===== config.mk =====
export PLATFORM = sky130hd
export DESIGN_NAME = sync_register_file
export DESIGN_NICKNAME = d
export VERILOG_FILES = /design/src/rtl/regfile_pkg.sv /design/src/rtl/regfile_read_port.sv /design/src/rtl/sync_register_file.sv
export SDC_FILE = /design/constraint.sdc
export NUM_CORES = 1
export LEC_CHECK = 0
export ABC_AREA = 1
export CAP_MARGIN = 5
export CORE_MARGIN = 2
export CORE_UTILIZATION = 58
export CTS_BUF_LIST = sky130_fd_sc_hd__clkbuf_8
export CTS_CLUSTER_SIZE = 28
export DETAILED_ROUTE_END_ITERATION = 12
export GPL_TIMING_DRIVEN = 1
export PLACE_DENSITY = 0.79
export SLEW_MARGIN = 10
export SYNTH_ARGS = -nofsm -noshare
export SYNTH_HDL_FRONTEND = slang
export SYNTH_HIERARCHICAL = 1
export SYNTH_SLANG_ARGS = --single-unit

===== constraint.sdc =====
create_clock -name clk_i -period 1.9 [get_ports clk_i]
set_input_delay 0.57 -clock clk_i [delete_from_list [all_inputs] [get_ports clk_i]]
set_output_delay 0.57 -clock clk_i [all_outputs]
set_load 0.02 [all_outputs]

===== src/rtl/regfile_pkg.sv =====
// Shared types and helpers for the sync_register_file datapath register bank.
package regfile_pkg;

  typedef enum logic {
    CLEAR,
    READY
  } state_t;

  localparam int unsigned ZERO_ADDR = 0;

  // Even parity over a zero-extended word; extension does not change the result.
  function automatic logic parity(input logic [63:0] d);
    return ^d;
  endfunction

endpackage


===== src/rtl/regfile_read_port.sv =====
// One registered read port: request register, write-first bypass, hard-zero masking,
// parity check (parity check only when REGFILE_PARITY_EN is defined).
module regfile_read_port
  import regfile_pkg::*;
#(
  parameter int unsigned Width   = 8,
  parameter int unsigned Depth   = 5,
  parameter int unsigned ZeroReg = 0
) (
  input  logic             clk_i,
  input  logic             rst_i,
  input  logic             req_i,
  input  logic [Depth-1:0] addr_i,
  input  logic [Width-1:0] mem_data_i,
  input  logic             mem_par_i,
  input  logic             wr_en_i,
  input  logic [Depth-1:0] wr_addr_i,
  input  logic [Width-1:0] wr_data_i,
  input  logic             wr_par_i,
  output logic [Width-1:0] rd_data_o,
  output logic             rd_valid_o,
  output logic             rd_perr_o
);

  logic [Width-1:0] data_d, data_q;
  logic             valid_d, valid_q;
  logic             perr_d, perr_q;
  logic [Width-1:0] sel_data;
  logic             sel_par;
  logic             is_zero;

  always_comb begin
    sel_data = mem_data_i;
    sel_par  = mem_par_i;
    if (wr_en_i && (wr_addr_i == addr_i)) begin
      sel_data = wr_data_i;
      sel_par  = wr_par_i;
    end
    is_zero = (ZeroReg != 0) && (addr_i == Depth'(ZERO_ADDR));
    valid_d = req_i;
    data_d  = data_q;
    perr_d  = 1'b0;
    if (req_i) begin
      data_d = is_zero ? '0 : sel_data;
`ifdef REGFILE_PARITY_EN
      perr_d = !is_zero && (sel_par != parity(64'(sel_data)));
`endif
    end
  end

`ifndef REGFILE_PARITY_EN
  logic unused_par;
  assign unused_par = sel_par;
`endif

  always_ff @(posedge clk_i or posedge rst_i) begin
    if (rst_i) begin
      data_q  <= '0;
      valid_q <= 1'b0;
      perr_q  <= 1'b0;
    end else begin
      data_q  <= data_d;
      valid_q <= valid_d;
      perr_q  <= perr_d;
    end
  end

  assign rd_data_o  = data_q;
  assign rd_valid_o = valid_q;
  assign rd_perr_o  = perr_q;

endmodule


===== src/rtl/sync_register_file.sv =====
// Clocked 2**Depth x Width register file: one write port, two read ports, clear sequencer.
// Optional per-word even parity when REGFILE_PARITY_EN is defined.
module sync_register_file
  import regfile_pkg::*;
#(
  parameter int unsigned Width   = 8,
  parameter int unsigned Depth   = 5,
  parameter int unsigned ZeroReg = 0
) (
  input  logic             clk_i,
  input  logic             rst_i,
  input  logic             clear_i,
  output logic             busy_o,
  input  logic             wr_en_i,
  input  logic [Depth-1:0] wr_addr_i,
  input  logic [Width-1:0] wr_data_i,
  input  logic             wr_inject_i,
  output logic             wr_ready_o,
  input  logic             rd_en_a_i,
  input  logic [Depth-1:0] rd_addr_a_i,
  output logic [Width-1:0] rd_data_a_o,
  output logic             rd_valid_a_o,
  output logic             rd_perr_a_o,
  input  logic             rd_en_b_i,
  input  logic [Depth-1:0] rd_addr_b_i,
  output logic [Width-1:0] rd_data_b_o,
  output logic             rd_valid_b_o,
  output logic             rd_perr_b_o
);

  localparam int unsigned Words = 2 ** Depth;

  state_t           state_d, state_q;
  logic [Depth-1:0] ptr_d, ptr_q;
  logic             busy_d, busy_q;
  logic             wr_ready_d, wr_ready_q;

  logic [Width-1:0] mem_q [Words];
  logic             mem_we;
  logic [Depth-1:0] mem_idx;
  logic [Width-1:0] mem_wdata;
  logic             mem_wpar;
  logic             wr_fire;
  logic             wr_par;
  logic             rd_par_a, rd_par_b;

`ifdef REGFILE_PARITY_EN
  logic par_q [Words];
  assign wr_par   = parity(64'(wr_data_i)) ^ wr_inject_i;
  assign rd_par_a = par_q[rd_addr_a_i];
  assign rd_par_b = par_q[rd_addr_b_i];
`else
  logic unused_inject;
  assign unused_inject = wr_inject_i;
  assign wr_par   = 1'b0;
  assign rd_par_a = 1'b0;
  assign rd_par_b = 1'b0;
`endif

  // Writes to a hard-zero word 0 are discarded here, so they never reach the bypass either.
  assign wr_fire = wr_ready_q && wr_en_i &&
                   !((ZeroReg != 0) && (wr_addr_i == Depth'(ZERO_ADDR)));

  always_comb begin
    mem_we    = wr_fire;
    mem_idx   = wr_addr_i;
    mem_wdata = wr_data_i;
    mem_wpar  = wr_par;
    if (state_q == CLEAR) begin
      mem_we    = 1'b1;
      mem_idx   = ptr_q;
      mem_wdata = '0;
      mem_wpar  = 1'b0;
    end
  end

  always_comb begin
    state_d = state_q;
    ptr_d   = ptr_q;
    case (state_q)
      CLEAR: begin
        if (clear_i) begin
          ptr_d = '0;
        end else begin
          ptr_d = ptr_q + Depth'(1);
          if (ptr_q == '1) state_d = READY;
        end
      end
      READY: begin
        if (clear_i) begin
          state_d = CLEAR;
          ptr_d   = '0;
        end
      end
      default: state_d = CLEAR;
    endcase
    busy_d     = (state_d == CLEAR);
    wr_ready_d = (state_d == READY);
  end

  always_ff @(posedge clk_i or posedge rst_i) begin
    if (rst_i) begin
      state_q    <= CLEAR;
      ptr_q      <= '0;
      busy_q     <= 1'b1;
      wr_ready_q <= 1'b0;
    end else begin
      state_q    <= state_d;
      ptr_q      <= ptr_d;
      busy_q     <= busy_d;
      wr_ready_q <= wr_ready_d;
    end
  end

  always_ff @(posedge clk_i) begin
    if (mem_we) begin
      mem_q[mem_idx] <= mem_wdata;
`ifdef REGFILE_PARITY_EN
      par_q[mem_idx] <= mem_wpar;
`endif
    end
  end

`ifndef REGFILE_PARITY_EN
  logic unused_wpar;
  assign unused_wpar = mem_wpar;
`endif

  assign busy_o     = busy_q;
  assign wr_ready_o = wr_ready_q;

  regfile_read_port #(.Width(Width), .Depth(Depth), .ZeroReg(ZeroReg)) u_port_a (
    .clk_i      (clk_i),
    .rst_i      (rst_i),
    .req_i      (rd_en_a_i && wr_ready_q),
    .addr_i     (rd_addr_a_i),
    .mem_data_i (mem_q[rd_addr_a_i]),
    .mem_par_i  (rd_par_a),
    .wr_en_i    (wr_fire),
    .wr_addr_i  (wr_addr_i),
    .wr_data_i  (wr_data_i),
    .wr_par_i   (wr_par),
    .rd_data_o  (rd_data_a_o),
    .rd_valid_o (rd_valid_a_o),
    .rd_perr_o  (rd_perr_a_o)
  );

  regfile_read_port #(.Width(Width), .Depth(Depth), .ZeroReg(ZeroReg)) u_port_b (
    .clk_i      (clk_i),
    .rst_i      (rst_i),
    .req_i      (rd_en_b_i && wr_ready_q),
    .addr_i     (rd_addr_b_i),
    .mem_data_i (mem_q[rd_addr_b_i]),
    .mem_par_i  (rd_par_b),
    .wr_en_i    (wr_fire),
    .wr_addr_i  (wr_addr_i),
    .wr_data_i  (wr_data_i),
    .wr_par_i   (wr_par),
    .rd_data_o  (rd_data_b_o),
    .rd_valid_o (rd_valid_b_o),
    .rd_perr_o  (rd_perr_b_o)
  );

endmodule


* After elaboration in Yosys (flattened, before gate mapping) *
Memories as Yosys holds them, arrays and structs flattened. A register that Yosys moved wholly into a read port is not among the register bits.
Cells that the tools add are included.

operators by class
  muxes and demuxes = 12
  equal/unequal tests = 2
  bitwise operators = 2
  $add $sub $neg = 1
  reduce and logical (&&, ||, !) cells = 3

operator list
  kind                                         number
  2-to-1 mux 5 bit                             3
  one-hot mux 5 bit (2 select lines)           1
  2-to-1 mux 8 bit                             1
  2-to-1 mux 1 bit                             6
  adder 5 x 1 -> 5 bit, second input constant  1
  == test 5 bit, second input constant         1
  logical AND 1 bit                            3
  != test 2 bit, second input constant         1
  NOT 1 bit                                    2
  one-hot mux 1 bit (2 select lines)           1

word-level totals
  register bits after elaboration = 9
  RAM bits = 256
  input port bits = 30
  memories kept = 1

memories
  memory  depth  bits a word  rd ports  clocked after memory_dff  wr ports  line                      RTL
  mem_q   32     8            2         2                         1         sync_register_file.sv:38  logic [Width-1:0] mem_q [Words];

* Longest topological paths before layout *
  depth in word-level cells = 5
  gate-level depth with buffers = 15

* Modules after synthesis *
The synthesis kept the hierarchy.

modules (own cells, without submodules)
  module              cells each  times used  area each (µm²)
  sync_register_file  1,596       1           13,529.2
  regfile_read_port   97          2           664.4

* Worst setup path after synthesis *
No wires, ideal clock.

  kind = register -> register
  start point = reg wr_ready_q, in the netlist wr_ready_o
  end point = mem mem_q[4][0] (enable)
  period minus slack after synthesis = 1.941 ns
  required time = 1.530 ns
  arrival = 1.571 ns
  path slack = -0.041 ns
  library setup time = 0.370 ns
  path buffers = 0
  cell stages (with the launch flop) = 8
  cell sequence = dfrtp_1 > inv_2 > or2_0 > o21ai_2 > inv_2 > nor2_2 > nand2_1 > nor2_1

on the way
  cells in the longest elaborated chain, start to end = 4
  elaborated cells on any way between the ends = 5
  those cells by class = mux (4); reduce/logical (1)

ends and longest elaborated chain
  item                                    line                       RTL
  start, declared                         sync_register_file.sv:36   logic wr_ready_d, wr_ready_q;
  start signal, assigned                  sync_register_file.sv:111  wr_ready_q <= wr_ready_d;
  logical AND 1 bit                       sync_register_file.sv:61   assign wr_fire = wr_ready_q && wr_en_i &&
  2-to-1 mux 1 bit                        sync_register_file.sv:69   if (state_q == CLEAR) begin
  2-to-1 mux 1 bit                        sync_register_file.sv:116  if (mem_we) begin
  2-to-1 mux 1 bit (not written as such)  sync_register_file.sv:117  mem_q[mem_idx] <= mem_wdata;
  end, declared                           sync_register_file.sv:38

Several ways; a longest one is shown, not always the timed one.

* Worst setup path in the final report *
  start point = reg wr_ready_q, in the netlist wr_ready_o
  end point = mem mem_q[5][3] (enable)

The elaborated chain is that of the path after synthesis.

==> run_results.csv <==
group,metric,value,unit
cts,number_of_buffers_on_the_longest_clock_path,3,
synthesis,synth.net_count,1821,
finish,finish.net_count,1964,
floorplan,effective_utilization_at_floorplan,0.590,
placement,placedInstanceArea,0.0169,sq mm
placement,dp_hpwl,30200,um
power,maximum_resistive_drop_on_vdd,0.000559,V
drt,num_vias,13718,
power,total_power,13100,uW
worst_setup_path,worst_setup_path_start_kind,"flip-flop",
sta,final_critical_path_setup_slack,-0.0322,ns
worst_setup_path,worst_ep_required_time,2.14,ns
finish,final_cell_mix,"nand2_1, nand3_1, edfxtp_1, inv_1, buf_4",
global_route,largest_net_degree_at_the_start_of_global_routing,49,
placement,dp_worst_setup_slack,-0.571,ns
global_route,global_route_wire_length_before_repair,69800,um
synthesis,post_synth_instance_area,0.0149,sq mm
finish,syn_to_final_growth,21.5,%
floorplan,floorplan.die.width,164,um
drt,detail_route.wl_per_cell,20.0,um
floorplan,rows,58,
power,p_leak,0.00806,uW
finish,final_common_cell,"nand2_1",
worst_setup_path,reg2reg_setup_slack,-0.03,ns
global_route,grt_antenna_before_repair,0,
drt,highest-signal-layer,"met4",
drt,wl_met1,17200,um
worst_setup_path,reg2regPathDepth,8,
cts,cts-htree-levels,2,
worst_setup_path,critPathMaxFanout,8,
sta,unrepaired_setup_endpoints_after_global_routing,"yes",
drt,vias_per_cell,5.99,
worst_setup_path,critical_path.reg2reg.endpoint,"mem_q[5][3]",
synthesis,synth_warnings,6,
sta,period_share,1.02,
sta,min_period,1.93,ns
cts,cts_tree,"yes",
cts,cts_sinks,281,
sta,timing.final.max_slew_violations,0,
placement,globalplace.congestion,0.940,
synthesis,postSynthAreaPerCell,8.30,sq um
worst_setup_path,reg2reg_from,"wr_ready_o",
drt,routed_wl,45900,um
cts,cts_made_buffers,46,
finish,insertedDiodeCount,0,
drt,antenna_violating_nets_post_route,0,
sta,maxClockFrequency,0.518,GHz
worst_setup_path,critPathKind,"flip-flop to flip-flop",
drt,met2RoutedLength,21700,um
drt,drt_pre_antenna_iters,6,
cts,worst_setup_hold_path_clk_slew,0.06,ns
sta,fin_tns_setup,-1.43,ns
drt,drtIter0Drc,1848,
floorplan,die_height,164,um
finish,final_cell_utilization_of_the_core,0.717,
synthesis,netlist_instances,1789,
power,total_power_divided_by_cell_area,727,mW/mm^2
finish,post-route-cell-area,0.0180,sq mm
run_status,failed_checks,"negative setup slack",
flow_run,max-cap-violations,0,
worst_setup_path,crit_path_end_kind,"flip-flop",
cts,clockRootBuffer,"clkbuf_8",
worst_setup_path,arrival,2.17,ns
cts,clk-insertion-delay-late,0.57,ns
sta,number_of_hold_violations_in_the_final_report,0,
finish,drive_gt1_frac,0.147,
sta,report.final.setup_viol,84,
cts,cts_hold_repair.buffers,0,
floorplan,fp.coreArea,0.0252,sq mm
sta,worst_clock_skew,0.0109,ns
global_route,globalRouteOverflowTotal,0,
floorplan,dieArea,0.0269,sq mm
drt,routed-wl-met3,5080,um
run_status,status,"finished, violations left",
placement,place.port_buffers,48,
floorplan,io_pins,52,
global_route,global_route.usage.total,0.344,
drt,route.detailed.drc,0,
global_route,grt_pass1_vias,13158,
hold_path,worstHoldPathType,"input pin to asynchronous set/reset pin",
==> worst max-delay path, cell delays in order (launching register included) <==
cell,delay (ns)
dfrtp_2,0.42
buf_6,0.14
inv_4,0.03
or2_4,0.23
o21ai_4,0.08
inv_2,0.09
nor2_4,0.20
nand2_4,0.11
nor2_4,0.30
==> layer usage <==
layer / GRT usage / vias to the layer above
li1: - / 6220
met1: 0.449 / 6412
met4: 0.165 / 0
met5: 0 / -
met3: 0.0684 / 168
met2: 0.556 / 918
==> metrics by stage <==
stage,std cells,hold WS (ns)
3_5_place_dp,2213,0.469
3_3_place_gp,2213,0.466
2_1_floorplan,1789,0.373
4_1_cts,2293,0.334
6_report,2292,0.325
5_1_grt,2292,0.351
==> layout make-up <==
| class | instances | area [sq um] |
|---|---|---|
| well taps | 330 | 413 |
| inverters | 86 | 328 |
| repair buffers | 205 | 2310 |
| multi-input cells | 1312 | 5900 |
| clock inverters | 31 | 136 |
| clock buffers | 47 | 647 |
| fillers | 1811 | 7140 |
| flip-flops and latches | 281 | 8320 |
==> timing repair <==
| item | in CTS | in global routing |
|---|---|---|
| setup buffers | 2 | 1 |
| pin swaps | 0 | 4 |
| gates cloned | 0 | 0 |
| gates resized for setup | 46 | 83 |
| setup endpoints to repair | 273 | 253 |
==> flip-flops by register name, indices dropped and copies added, names as in the netlist <==
signal,cells
ptr_q,5
u_port_a/rd_data_o,8
u_port_b/rd_valid_o,1
busy_o,1
wr_ready_o,1
u_port_b/rd_data_o,8
u_port_a/rd_valid_o,1
mem_q,256
==> report_power, final <==
group	internal [uW]	leakage [uW]	switching, uW
sequential	6720	0.00293	28.7
clock	2290	0.000419	2350
combinational	625	0.00471	1100
total	9640	0.00806	3480
==> worst max-delay path by stage <==
stage                  from            to  slack, ns  cells past startpoint
5_1_grt          wr_ready_o   mem_q[9][0]      -0.09                      9
6_report         wr_ready_o   mem_q[5][3]      -0.03                      8
2_1_floorplan    wr_ready_o   mem_q[4][0]      -0.04                      7
3_3_place_gp   wr_addr_i[4]  mem_q[20][1]      -0.53                      8
4_1_cts          wr_ready_o    wr_ready_o     -0.006                      1
3_5_place_dp   wr_addr_i[4]  mem_q[16][2]      -0.57                      8
Note: power is estimated with default switching activity, not from simulation.
==> patch, RTL diff (same flow settings) <==
`Depth` is set to 5 in 2 places; all go to 6.
--- a/src/rtl/regfile_read_port.sv
+++ b/src/rtl/regfile_read_port.sv
@@ -5,5 +5,5 @@
 #(
   parameter int unsigned Width   = 8,
-  parameter int unsigned Depth   = 5,
+  parameter int unsigned Depth   = 6,
   parameter int unsigned ZeroReg = 0
 ) (
--- a/src/rtl/sync_register_file.sv
+++ b/src/rtl/sync_register_file.sv
@@ -5,5 +5,5 @@
 #(
   parameter int unsigned Width   = 8,
-  parameter int unsigned Depth   = 5,
+  parameter int unsigned Depth   = 6,
   parameter int unsigned ZeroReg = 0
 ) (
Ports: changed (resized rd_addr_a_i, rd_addr_b_i and wr_addr_i); port bits go from 52 to 55. No check against the original RTL was run, so the function may have changed too.
==> patch against the unedited design <==
The run still ends with setup timing left; cell count up 85%; critical path depth rose by 2; sequential cell count rose by 257; critical endpoint is now mem_q[34][1]$_DFFE_PP_; core utilization grew 1.3 points; maximum frequency decreased by 9.4%; highest routed layer unchanged; power grew 100%; synthesized area increased by 89%; largest cell class unchanged; worst hold slack got worse by 0.041 ns; sequential share of layout area about the same; wire length grew 120%; setup slack got worse by 0.20 ns; final area increased by 93%.
==> patch: results (changes against the unedited design) <==
[place]
io_buffers = 51  ; was 48
gp_congestion = 1.05  ; was 0.940
dp.cells = 4046  ; was 2213
hpwl_um = 65400  ; was 30200 um
dpl_cell_area_um2 = 31700  ; was 16900 um^2
dp_slack_ns = -0.963  ; was -0.571 ns

[min_path]
hold_path_class = in2async  ; unchanged

[grt]
grt_pass1_vias = 25100  ; was 13.2k
grt.total_usage_pct = 38.5  ; was 34.4%
grt_pass1_wl_um = 145000  ; was 69800 um
grt_max_degree = 56  ; was 49
antenna_found_initial = 0  ; unchanged

[timing]
setup_ws_ns = -0.232  ; was -0.0322 ns
fin_skew_ns = 0.0253  ; was 0.0109 ns
setup_viol = 518  ; was 84
tns_ns = -76.02  ; was -1.43 ns

[final_layout]
finalInstanceArea_um2 = 34800  ; was 18000 um^2
fin_cells = 4229  ; was 2292
largest_register = mem_q  ; unchanged
fillers = 3307  ; was 1811
final_net_count = 3577  ; was 1964
largest_reg_flops = 512  ; was 256
drive_gt1_share_pct = 17.3  ; was 14.7%

[synth]
syn_area_per_cell_um2 = 8.51  ; was 8.30 um^2
yosys_warnings = 6  ; unchanged
syn_nets = 3334  ; was 1821

[worst_setup_path]
arrival_ns = 2.50  ; was 2.17 ns

[route]
viasPerCell = 6.37  ; was 5.99
wl_per_cell_um = 23.7  ; was 20.0 um
drt_iter0_drc = 4320  ; was 1848
dr.pass1.iters = 8  ; was 6

[outcome]
violations = setup timing  ; unchanged
status = finished, violations left  ; unchanged

[clock_network]
clockBufferDepth = 3  ; unchanged
numCtsBuffers = 87  ; was 46
cts_root_buf = clkbuf_8  ; unchanged
ctsHtreeMaxLevel = 3  ; was 2
clk_pin_slew_ns = 0.06  ; about the same
clock_latency_ns = 0.68  ; was 0.57 ns

[power_and_ir_drop]
p_leak_uw = 0.0146  ; was 0.00806 uW
ir_worst_vdd_mv = 0.700  ; was 0.559 mV

## patch: power by group
group	switching [uW]	total, uW	internal, uW
clock	4720	10300	5580
combinational	2330	3590	1260
sequential	32.5	12900	12900
total	7090	26800	19700
## patch: what timing repair did
item	4_1_cts	5_1_grt
setup endpoints to repair	536	526
pin swaps	15	18
cloned	0	9
resized for setup	165	162
setup buffers	16	9
## patch: path summary, 6_finish.rpt
check,slack [ns],cells after the start,end
max,-0.23,10,mem_q[34][1]$_DFFE_PP_
min,0.28,2,ptr_q[4]$_DFFE_PP0P_
max reg2reg,-0.23,10,mem_q[34][1]$_DFFE_PP_
min reg2reg,0.48,2,u_port_a/rd_data_o[5]$_DFFE_PP0P_
max in group asynchronous,1.32,2,busy_o$_DFF_PP1_
min in group clk_i,0.48,2,u_port_a/rd_data_o[5]$_DFFE_PP0P_
## patch: area by class of cell
class	count	share of cell area, %
Inverter	90	1.20
Multi-Input combinational cell	2445	32.5
Antenna cell	1	0.00719
Sequential cell	538	46.0
Clock buffer	92	3.64
Tap cell	615	2.21
Timing Repair Buffer	381	13.0
Clock inverter	67	1.42
## patch: worst max-delay path, stage by stage, from the launching register on
cell and delay (ns):
dfrtp_2 0.45, clkinv_4 0.13, buf_6 0.14, nand2_4 0.07
inv_4 0.05, a21oi_4 0.25, buf_6 0.17, nand4_4 0.13
buf_6 0.19, nor2_2 0.11, buf_6 0.14
## patch: layer usage
layer | vias to the layer above | track usage (%) | wire length, um
met5 | - | 0.489 | 0
met4 | 0 | 24.0 | 6870
met3 | 440 | 8.59 | 13900
met2 | 2295 | 59.8 | 45000
met1 | 12500 | 49.5 | 34300
li1 | 11700 | - | -
